--- src/rtl/cpu_pkg.sv ---
// Shared CPU definitions used by the instruction-fetch front end.
package cpu_pkg;

  localparam int XLEN      = 32;
  localparam int IFQ_DEPTH = 4;

  // addi x0, x0, 0
  localparam logic [XLEN-1:0] INST_NOP = 32'h0000_0013;

  // One fetched instruction paired with the PC it was fetched from.
  typedef struct packed {
    logic [XLEN-1:0] inst;
    logic [XLEN-1:0] pc;
  } fetch_entry_t;

endpackage : cpu_pkg

--- src/rtl/ifq_fifo.sv ---
// Generic synchronous FIFO: power-of-two depth, synchronous clear,
// occupancy count, push accepted when full only if a pop happens
// in the same cycle. Read data is the current head (first-word fall-through).
module ifq_fifo #(
  parameter int WIDTH = 32,
  parameter int DEPTH = 4
) (
  input  logic                   clk,
  input  logic                   rst,
  input  logic                   clr_i,
  input  logic                   push_i,
  input  logic                   pop_i,
  input  logic [WIDTH-1:0]       wdata_i,
  output logic [WIDTH-1:0]       rdata_o,
  output logic                   full_o,
  output logic                   empty_o,
  output logic [$clog2(DEPTH):0] count_o
);

  localparam int AW = $clog2(DEPTH);
  localparam int CW = AW + 1;

  logic [WIDTH-1:0] mem_q [DEPTH];
  logic [AW-1:0]    wr_ptr_q, wr_ptr_d;
  logic [AW-1:0]    rd_ptr_q, rd_ptr_d;
  logic [CW-1:0]    count_q,  count_d;
  logic             do_push,  do_pop;

  assign full_o  = (count_q == CW'(DEPTH));
  assign empty_o = (count_q == '0);
  assign count_o = count_q;
  assign rdata_o = mem_q[rd_ptr_q];

  // Next-state pointers and occupancy; clear overrides push and pop.
  always_comb begin
    do_push  = push_i & (~full_o | pop_i);
    do_pop   = pop_i & ~empty_o;
    wr_ptr_d = wr_ptr_q;
    rd_ptr_d = rd_ptr_q;
    count_d  = count_q;
    if (clr_i) begin
      wr_ptr_d = '0;
      rd_ptr_d = '0;
      count_d  = '0;
    end else begin
      if (do_push) wr_ptr_d = wr_ptr_q + AW'(1);
      if (do_pop)  rd_ptr_d = rd_ptr_q + AW'(1);
      count_d = count_q + CW'(do_push) - CW'(do_pop);
    end
  end

  // Pointer and occupancy registers with synchronous active-low reset.
  always_ff @(posedge clk) begin
    // NOTE: sequential state uses non-blocking assignments so every flop
    // samples the pre-edge value of its neighbours.
    if (!rst) begin
      wr_ptr_q <= '0;
      rd_ptr_q <= '0;
      count_q  <= '0;
    end else begin
      wr_ptr_q <= wr_ptr_d;
      rd_ptr_q <= rd_ptr_d;
      count_q  <= count_d;
    end
  end

  // Storage array write port.
  always_ff @(posedge clk) begin
    // NOTE: storage is deliberately not reset; an entry is only ever read
    // after it has been written, so clearing it would buy nothing.
    if (do_push && !clr_i) mem_q[wr_ptr_q] <= wdata_i;
  end

endmodule : ifq_fifo

--- src/rtl/ifetch_queue.sv ---
// Instruction-fetch queue: issues in-order fetches at the current PC,
// pairs each response with its address, buffers results for decode and
// discards everything fetched before a control-flow redirect.
module ifetch_queue #(
  parameter int DEPTH = cpu_pkg::IFQ_DEPTH,
  parameter int XLEN  = cpu_pkg::XLEN
) (
  input  logic            clk,
  input  logic            rst,
  input  logic [XLEN-1:0] pc_addr,
  output logic            pc_en,
  input  logic            flush,
  output logic            imem_req_valid,
  output logic [XLEN-1:0] imem_req_addr,
  input  logic            imem_req_ready,
  input  logic            imem_rsp_valid,
  input  logic [XLEN-1:0] imem_rsp_data,
  output logic            id_valid,
  output logic [XLEN-1:0] id_inst,
  output logic [XLEN-1:0] id_pc,
  input  logic            id_ready
);

  localparam int CW = $clog2(DEPTH) + 1;
  localparam int EW = 2 * XLEN;

  // Queue / in-flight bookkeeping
  logic [CW-1:0]   occ;          // entries waiting for decode
  logic [CW-1:0]   infl;         // accepted, unanswered requests
  logic [CW-1:0]   drop_q, drop_d;
  logic [CW-1:0]   live;         // in-flight requests whose data will be kept
  logic [CW:0]     credit_sum;
  logic            addr_full, addr_empty;
  logic            q_full, q_empty;
  logic [XLEN-1:0] rsp_addr;
  logic [EW-1:0]   q_wdata, q_rdata;
  logic [EW-1:0]   shown_q;      // last entry presented to decode
  logic [EW-1:0]   head;
  logic            accept, keep, deq, can_issue;

  // Request issue: one credit per queue slot, shared by queued entries and
  // live in-flight fetches. Stale in-flight fetches still hold an address
  // FIFO slot, so a full address FIFO also blocks issue.
  always_comb begin
    live           = infl - drop_q;
    credit_sum     = {1'b0, occ} + {1'b0, live};
    can_issue      = (credit_sum < (CW+1)'(DEPTH)) & ~addr_full;
    imem_req_valid = rst & ~flush & can_issue;
    imem_req_addr  = pc_addr;
    accept         = imem_req_valid & imem_req_ready;
    pc_en          = accept;
  end

  // Response routing and decode handshake.
  always_comb begin
    keep     = imem_rsp_valid & (drop_q == '0) & ~flush;
    q_wdata  = {imem_rsp_data, rsp_addr};
    id_valid = rst & ~q_empty;
    deq      = id_valid & id_ready & ~flush;
    head     = id_valid ? q_rdata : shown_q;
    id_inst  = rst ? head[EW-1 -: XLEN] : '0;
    id_pc    = rst ? head[XLEN-1:0]     : '0;
  end

  // Drop counter: a redirect marks every request still outstanding after
  // this cycle as stale; afterwards each response retires one stale request.
  always_comb begin
    drop_d = drop_q;
    if (flush) begin
      drop_d = infl - CW'(imem_rsp_valid);
    end else if (imem_rsp_valid && (drop_q != '0)) begin
      drop_d = drop_q - CW'(1);
    end
  end

  // Drop counter and held decode output registers.
  always_ff @(posedge clk) begin
    if (!rst) begin
      drop_q  <= '0;
      shown_q <= '0;
    end else begin
      drop_q <= drop_d;
      if (id_valid) shown_q <= q_rdata;
    end
  end

  // Addresses of accepted requests, popped in order as responses return.
  ifq_fifo #(
    .WIDTH (XLEN),
    .DEPTH (DEPTH)
  ) u_addr_fifo (
    .clk     (clk),
    .rst     (rst),
    .clr_i   (1'b0),
    .push_i  (accept),
    .pop_i   (imem_rsp_valid),
    .wdata_i (pc_addr),
    .rdata_o (rsp_addr),
    .full_o  (addr_full),
    .empty_o (addr_empty),
    .count_o (infl)
  );

  // Fetched {inst, pc} entries waiting for decode.
  ifq_fifo #(
    .WIDTH (EW),
    .DEPTH (DEPTH)
  ) u_entry_fifo (
    .clk     (clk),
    .rst     (rst),
    .clr_i   (flush),
    .push_i  (keep),
    .pop_i   (deq),
    .wdata_i (q_wdata),
    .rdata_o (q_rdata),
    .full_o  (q_full),
    .empty_o (q_empty),
    .count_o (occ)
  );

  // Memory must never answer a request that was not issued.
  a_rsp_has_request : assert property (
    @(posedge clk) disable iff (!rst) !(imem_rsp_valid && addr_empty)
  );

  // Credit accounting guarantees a kept response always finds room.
  a_no_overflow : assert property (
    @(posedge clk) disable iff (!rst) !(keep && q_full && !deq)
  );

endmodule : ifetch_queue

--- config.mk ---
export PLATFORM = sky130hd
export DESIGN_NAME = ifetch_queue
export DESIGN_NICKNAME = d
export VERILOG_FILES = /design/src/rtl/cpu_pkg.sv /design/src/rtl/ifq_fifo.sv /design/src/rtl/ifetch_queue.sv
export SDC_FILE = /design/constraint.sdc
export NUM_CORES = 1
export LEC_CHECK = 0
export ABC_AREA = 1
export BUFFER_PORTS_ARGS = -buffer_cell sky130_fd_sc_hd__buf_2
export CORE_ASPECT_RATIO = 1.2
export CORE_MARGIN = 3
export CORE_UTILIZATION = 40
export DETAILED_ROUTE_END_ITERATION = 8
export PLACE_DENSITY = 0.68
export SYNTH_ARGS = -nofsm -noshare
export SYNTH_HDL_FRONTEND = slang
export SYNTH_SLANG_ARGS = --single-unit
--- constraint.sdc ---
create_clock -name clk -period 5.2 [get_ports clk]
set_clock_uncertainty 0.05 [all_clocks]
set_input_delay 0.26 -clock clk [delete_from_list [all_inputs] [get_ports clk]]
set_output_delay 0.26 -clock clk [all_outputs]
set_load 0.05 [all_outputs]
# [After elaboration in Yosys (flattened, before gate mapping)]
# Memory sizes are Yosys's and may differ from the RTL's. A register that Yosys moved wholly into a read port is not among the register bits.
# Cells that the tools add are included.
[op_classes] n_addsub=12 n_lt_le_gt_ge=1 n_eq_ne=2 n_mux=13 bitwise=21 reduce_logical=9
[ops] op="32-bit 2-to-1 mux" count=2
[ops] op="64-bit 2-to-1 mux" count=1
[ops] op="1-bit AND" count=13
[ops] op="3-bit logical NOT" count=3
[ops] op="3-bit by 1-bit subtractor with 3-bit output" count=3
[ops] op="2-bit by 1-bit adder with 2-bit output, second input constant" count=4
[ops] op="2-bit 2-to-1 mux" count=4
[ops] op="3-bit by 1-bit adder with 3-bit output" count=2
[ops] op="3-bit == test, second input constant" count=2
[ops] op="3-bit 2-to-1 mux" count=2
[ops] op="1-bit NOT" count=6
[ops] op="3-bit by 3-bit adder with 4-bit output" count=1
[ops] op="4-bit by 3-bit less-than comparator with 1-bit output, second input constant" count=1
[ops] op="1-bit 2-to-1 mux" count=4
[ops] op="3-bit nonzero test" count=1
[ops] op="3-bit by 1-bit subtractor with 3-bit output, second input constant" count=1
[ops] op="3-bit subtractor" count=1
[ops] op="1-bit logical AND" count=2
[ops] op="1-bit bitwise OR" count=2
[ops] op="2-bit nonzero test" count=1
[ops] op="2-bit OR reduction" count=1
[ops] op="1-bit logical NOT" count=1
[totals] ff_bits=81 ram_bits=384 input_bits=70 out_inout_bits=99 memories=2
[memory_table] name="u_entry_fifo.mem_q" depth=4 width=64 rd=1 rd_ports_with_merged_regs=1 write_ports=1 line="ifq_fifo.sv:23" text="logic [WIDTH-1:0] mem_q [DEPTH];"
[memory_table] name="u_addr_fifo.mem_q" depth=4 width=32 rd=1 rd_ports_with_merged_regs=1 write_ports=1 line="ifq_fifo.sv:23"

# [Longest topological paths before layout]
[depth] ltp_word=10 mapped_depth=16 ltp_nobuf=16

# [Hierarchy]
# From an unflattened synthesis, not the netlist that was laid out.
[hier_totals] cells_unflattened=1516 hier_area_um2=18492.7
[modules_own_cells] mod="ifq_fifo (u_entry_fifo)" n_inst=1 cells_per_inst=693 area_per_inst_um2=10010.9 seq_area_each_um2=7867.5
[modules_own_cells] mod="ifq_fifo (u_addr_fifo)" n_inst=1 cells_per_inst=383 area_per_inst_um2=5286.3 seq_area_each_um2=4023.9
[modules_own_cells] mod="ifetch_queue" n_inst=1 cells_per_inst=440 area_per_inst_um2=3195.6 seq_area_each_um2=1341.3

# [Least setup slack after synthesis]
# OpenSTA, ideal clock, no wires.
[synth_timing] kind="reg-to-reg" from="register drop_q[1]" to="memory u_entry_fifo.mem_q[0][0] in the netlist's numbering, enable pin" setup_time_ns=0.486 t_arrival_ns=3.697 path_slack_ns=0.966 path_stages_with_launch=7 cell_sequence="dfxtp_1 -> inv_1 -> ha_1 -> nand2_1 -> nor3_1 -> nand2_2 -> nor2_1"
[synth_via] elab_chain_cells=7
[synth_rtl] item="start: declaration" line="ifetch_queue.sv:30" text="logic [CW-1:0] drop_q, drop_d;"
[synth_rtl] item="start signal: assignment" line="ifetch_queue.sv:82" text="drop_q <= drop_d;"
[synth_rtl] item="3-bit logical NOT" line="ifetch_queue.sv:56" text="keep = imem_rsp_valid & (drop_q == '0) & ~flush;"
[synth_rtl] item="1-bit AND (2 in a row)" line="ifetch_queue.sv:56"
[synth_rtl] item="1-bit AND" line="ifq_fifo.sv:36" text="do_push = push_i & (~full_o | pop_i);"
[synth_rtl] item="1-bit logical AND" line="ifq_fifo.sv:71" text="if (do_push && !clr_i) mem_q[wr_ptr_q] <= wdata_i;"
[synth_rtl] item="1-bit 2-to-1 mux" line="ifq_fifo.sv:71"
[synth_rtl] item="1-bit 2-to-1 mux (implied by the code)" line="ifq_fifo.sv:71"
[synth_rtl] item="end: declaration" line="ifq_fifo.sv:23"
# Every way passes these cells.

# [Worst setup path after layout]
[layout_timing] from="register u_entry_fifo.count_q[1], in the netlist u_entry_fifo.count_o[1]" to="output id_inst[0]"
[layout_via] elab_chain_cells=5
[layout_rtl] item="start: declaration" line="ifq_fifo.sv:26" text="logic [CW-1:0] count_q, count_d;"
[layout_rtl] item="start signal: assignment" line="ifq_fifo.sv:63" text="count_q <= count_d;"
[layout_rtl] item="3-bit logical NOT" line="ifq_fifo.sv:30" text="assign empty_o = (count_q == '0);"
[layout_rtl] item="1-bit NOT" line="ifetch_queue.sv:58" text="id_valid = rst & ~q_empty;"
[layout_rtl] item="1-bit AND" line="ifetch_queue.sv:58"
[layout_rtl] item="64-bit 2-to-1 mux"
[layout_rtl] item="32-bit 2-to-1 mux" line="ifetch_queue.sv:61" text="id_inst = rst ? head[EW-1 -: XLEN] : '0;"
[layout_rtl] item="end: declaration" line="ifetch_queue.sv:19" text="output logic [XLEN-1:0] id_inst,"
# Every way passes these cells.

==> flow_summary.toml <==
[timing]
slew-limit-headroom = 0.292
finalHoldViolations = 0
tightestPinTransition_ps = 1060
rsz0062_at_grt = "false"
slew_violations = 0
setup_viol = 0
post-route-min-period_ps = 3860
fin_tns_setup_ps = 0
max_freq_mhz = 259
fin_crit_sh = 0.742

[clock_tree]
cts_made_buffers = 46
clkTransAtPathRegs_ps = 60
cts_root_buffer = "clkbuf_16"
clockBufferDepth = 3
ctsResizeCount = 0
cts.htree.levels = 2
cts_tree = "yes"
cts_sinks = 469
insertion_delay_ps = 560

[grt]
grt_pass1_vias = 11800
grt_pass1_wl_mm = 62.5
grt_overflow = 0
grt_max_degree = 85
grt_usage = 0.164
antenna_found_initial = 1

[logic_synthesis]
ys_seq_elements = 469
yosysUniqueCellTypes = 33
synth_area_per_cell_um2 = 12.2
synth_edf_count = 384
netlist_top_cells_area = "edfxtp_1 63%, dfxtp_1 9.2%, nor2_1 7.1%"
synth_warnings = 0
synth_top_area_frac = 0.626
synth_seq_area_share = 0.719
syn_area_um2 = 18400
synth_fp_nets = 1597
postSynth.asyncResetShare = 0
yosysTopAreaCell = "edfxtp_1"
syn_inst = 1505
synthFlopType = "edfxtp_1"

[floorplanning]
row_count = 85
start_util = 0.407
core_um2 = 45200
die_x_um = 202
dieArea_um2 = 48600
die_y_um = 241
ioPinCount = 169

[final_layout]
layout.nets = 1776
post_layout_nonfiller_instances = 2332
area_growth_pct = 17.9
filler_cell_count = 3892
drive_gt1_frac = 0.163

[drt]
drt_iter0_drc = 819
totalWireLength_mm = 40.7
wl_per_cell_um = 17.5
drtAntennaViolNets = 0
vias = 11900
drcViolationCount = 0
viasPerCell = 5.11
drtPass1Iterations = 5

[critical_path]
cp.arrival_ps = 3550
crit_type = "flip-flop to output port"
required_ps = 4890
crit_path_start_kind = "flip-flop"
crit_path_end_kind = "output port"
path_max_fanout = 74

[placement]
dp_hpwl_mm = 23.1
gp_congestion = 0.780
port_buffers = 168
dp.cells = 2178

[min_path]
hold_path.class = "input pin to flip-flop"

[job]
cap_violations = 0

[pwr]
power_leakage_nw = 7.97
vdd_drop_max_uv = 259
p_per_area_nw_per_um2 = 409

[outcome]
status = "finished clean"
## report_power, final
| group | switching, W | internal [W] |
|---|---|---|
| Clock | 0.00140 | 0.00191 |
| Sequential | 0.0000519 | 0.00434 |
| Combinational | 0.000851 | 0.000312 |
## through the flow
| step | total power [W] | setup slack, ps | hold slack (ps) | utilization | cell area, um^2 |
|---|---|---|---|---|---|
| global placement | 0.00556 | 1490 | 396 | 0.432 | 19500 |
| finish | 0.00887 | 1340 | 54.0 | 0.480 | 21700 |
| CTS | 0.00895 | 1260 | 21.2 | 0.480 | 21700 |
| detailed placement | 0.00560 | 1480 | 405 | 0.432 | 19500 |
| floorplan | 0.00527 | 966 | 309 | - | 18400 |
| global route | 0.00923 | 1010 | 57.6 | 0.480 | 21700 |
## cells by family (layout without fill, tap and decap cells)
group                      after synthesis  count (layout)  synth area share
adders and majority gates               22              22            0.0162
DFF                                    469             469             0.719
other                                    0               1                 0
xor gates and xnor gates                 6               6           0.00285
AOI/OAI and AO/OA                      425             425             0.127
and+or+nand+nor                        397             397            0.0841
buffers and inverters                  186             403            0.0513
## metal layers
layer,wire length [um],vias up,track usage
met5,0,-,0
met4,1080,0,0.0582
met3,2050,70,0.0219
met2,20900,352,0.301
met1,16600,5757,0.198
li1,-,5742,-
## flip-flops by register name, summed over array words and instances, names as in the netlist, named ones only
signal and count:
u_entry_fifo.mem_q 256, u_addr_fifo.mem_q 128, shown_q 64, drop_q 3, u_addr_fifo.count_o 3, u_entry_fifo.count_o 3
u_addr_fifo.rd_ptr_q 2, u_addr_fifo.wr_ptr_q 2, u_entry_fifo.rd_ptr_q 2, u_entry_fifo.wr_ptr_q 2
## area by class of cell
type	instances	area, um^2	area share
inverters	66	251	0.0116
diodes	1	2.50	0.000115
flip-flops and latches	469	13200	0.610
repair buffers	251	1630	0.0752
multi-input cells	850	4290	0.198
clock inverters	34	344	0.0159
well taps	609	762	0.0351
clock buffers	52	1180	0.0545
## worst max-delay path, stage by stage, from the launching register on
cell and delay, ps:
dfxtp_1 470, nor2_4 70, nand2_4 630, nand2_4 230
inv_4 650, buf_4 490, a31oi_1 180, buf_2 250
## cell usage after synthesis, types with 2 or more instances
| cell | instances |
|---|---|
| nand3_1 | 7 |
| o21bai_1 | 8 |
| edfxtp_1 | 384 |
| a31oi_1 | 112 |
| clkbuf_1 | 39 |
| nor2_1 | 348 |
| buf_1 | 10 |
| buf_4 | 43 |
| xnor2_1 | 4 |
| fa_1 | 3 |
| clkbuf_2 | 5 |
| ha_1 | 19 |
| xor2_1 | 2 |
| dfxtp_1 | 85 |
| inv_1 | 61 |
| inv_2 | 4 |
| nand2_1 | 32 |
| a21oi_1 | 9 |
| nor2_4 | 2 |
| nand2_4 | 2 |
| buf_6 | 8 |
| o21ai_1 | 12 |
| o21ai_0 | 251 |
| o22ai_1 | 32 |
| buf_2 | 15 |
## final timing paths
kind	start	endpoint	slack [ps]	cells after the start
worst max-delay path	u_entry_fifo.count_o[1]	id_inst[0]	1340	7
worst min-delay path	flush	u_entry_fifo.wr_ptr_q[0]	50	4
worst max register to register	u_addr_fifo.count_o[0]	u_addr_fifo.mem_q[2][5]	1470	12
worst min register to register	u_addr_fifo.rd_ptr_q[1]	flip-flop	410	2
## cells in the final DEF, fill, tap and decap left out, drive strengths merged, types with 35 or more instances in the layout
| cell | netlist | layout |
|---|---|---|
| nand2 | 35 | 35 |
| clkbuf | 44 | 52 |
| a31oi | 112 | 112 |
| o21ai | 263 | 263 |
| edfxtp | 384 | 384 |
| inv | 65 | 71 |
| buf | 76 | 184 |
| dlygate4sd3 | 0 | 67 |
| nor2 | 350 | 350 |
| dfxtp | 85 | 85 |
## timing repair
action / 4_1_cts / 5_1_grt
endpoints found under the hold margin: 260 / 0
hold buffers: 67 / 0
setup endpoints to repair: 0 / 0
buffers inserted: 0 / 0
Note: power is estimated with default switching activity, not from simulation.
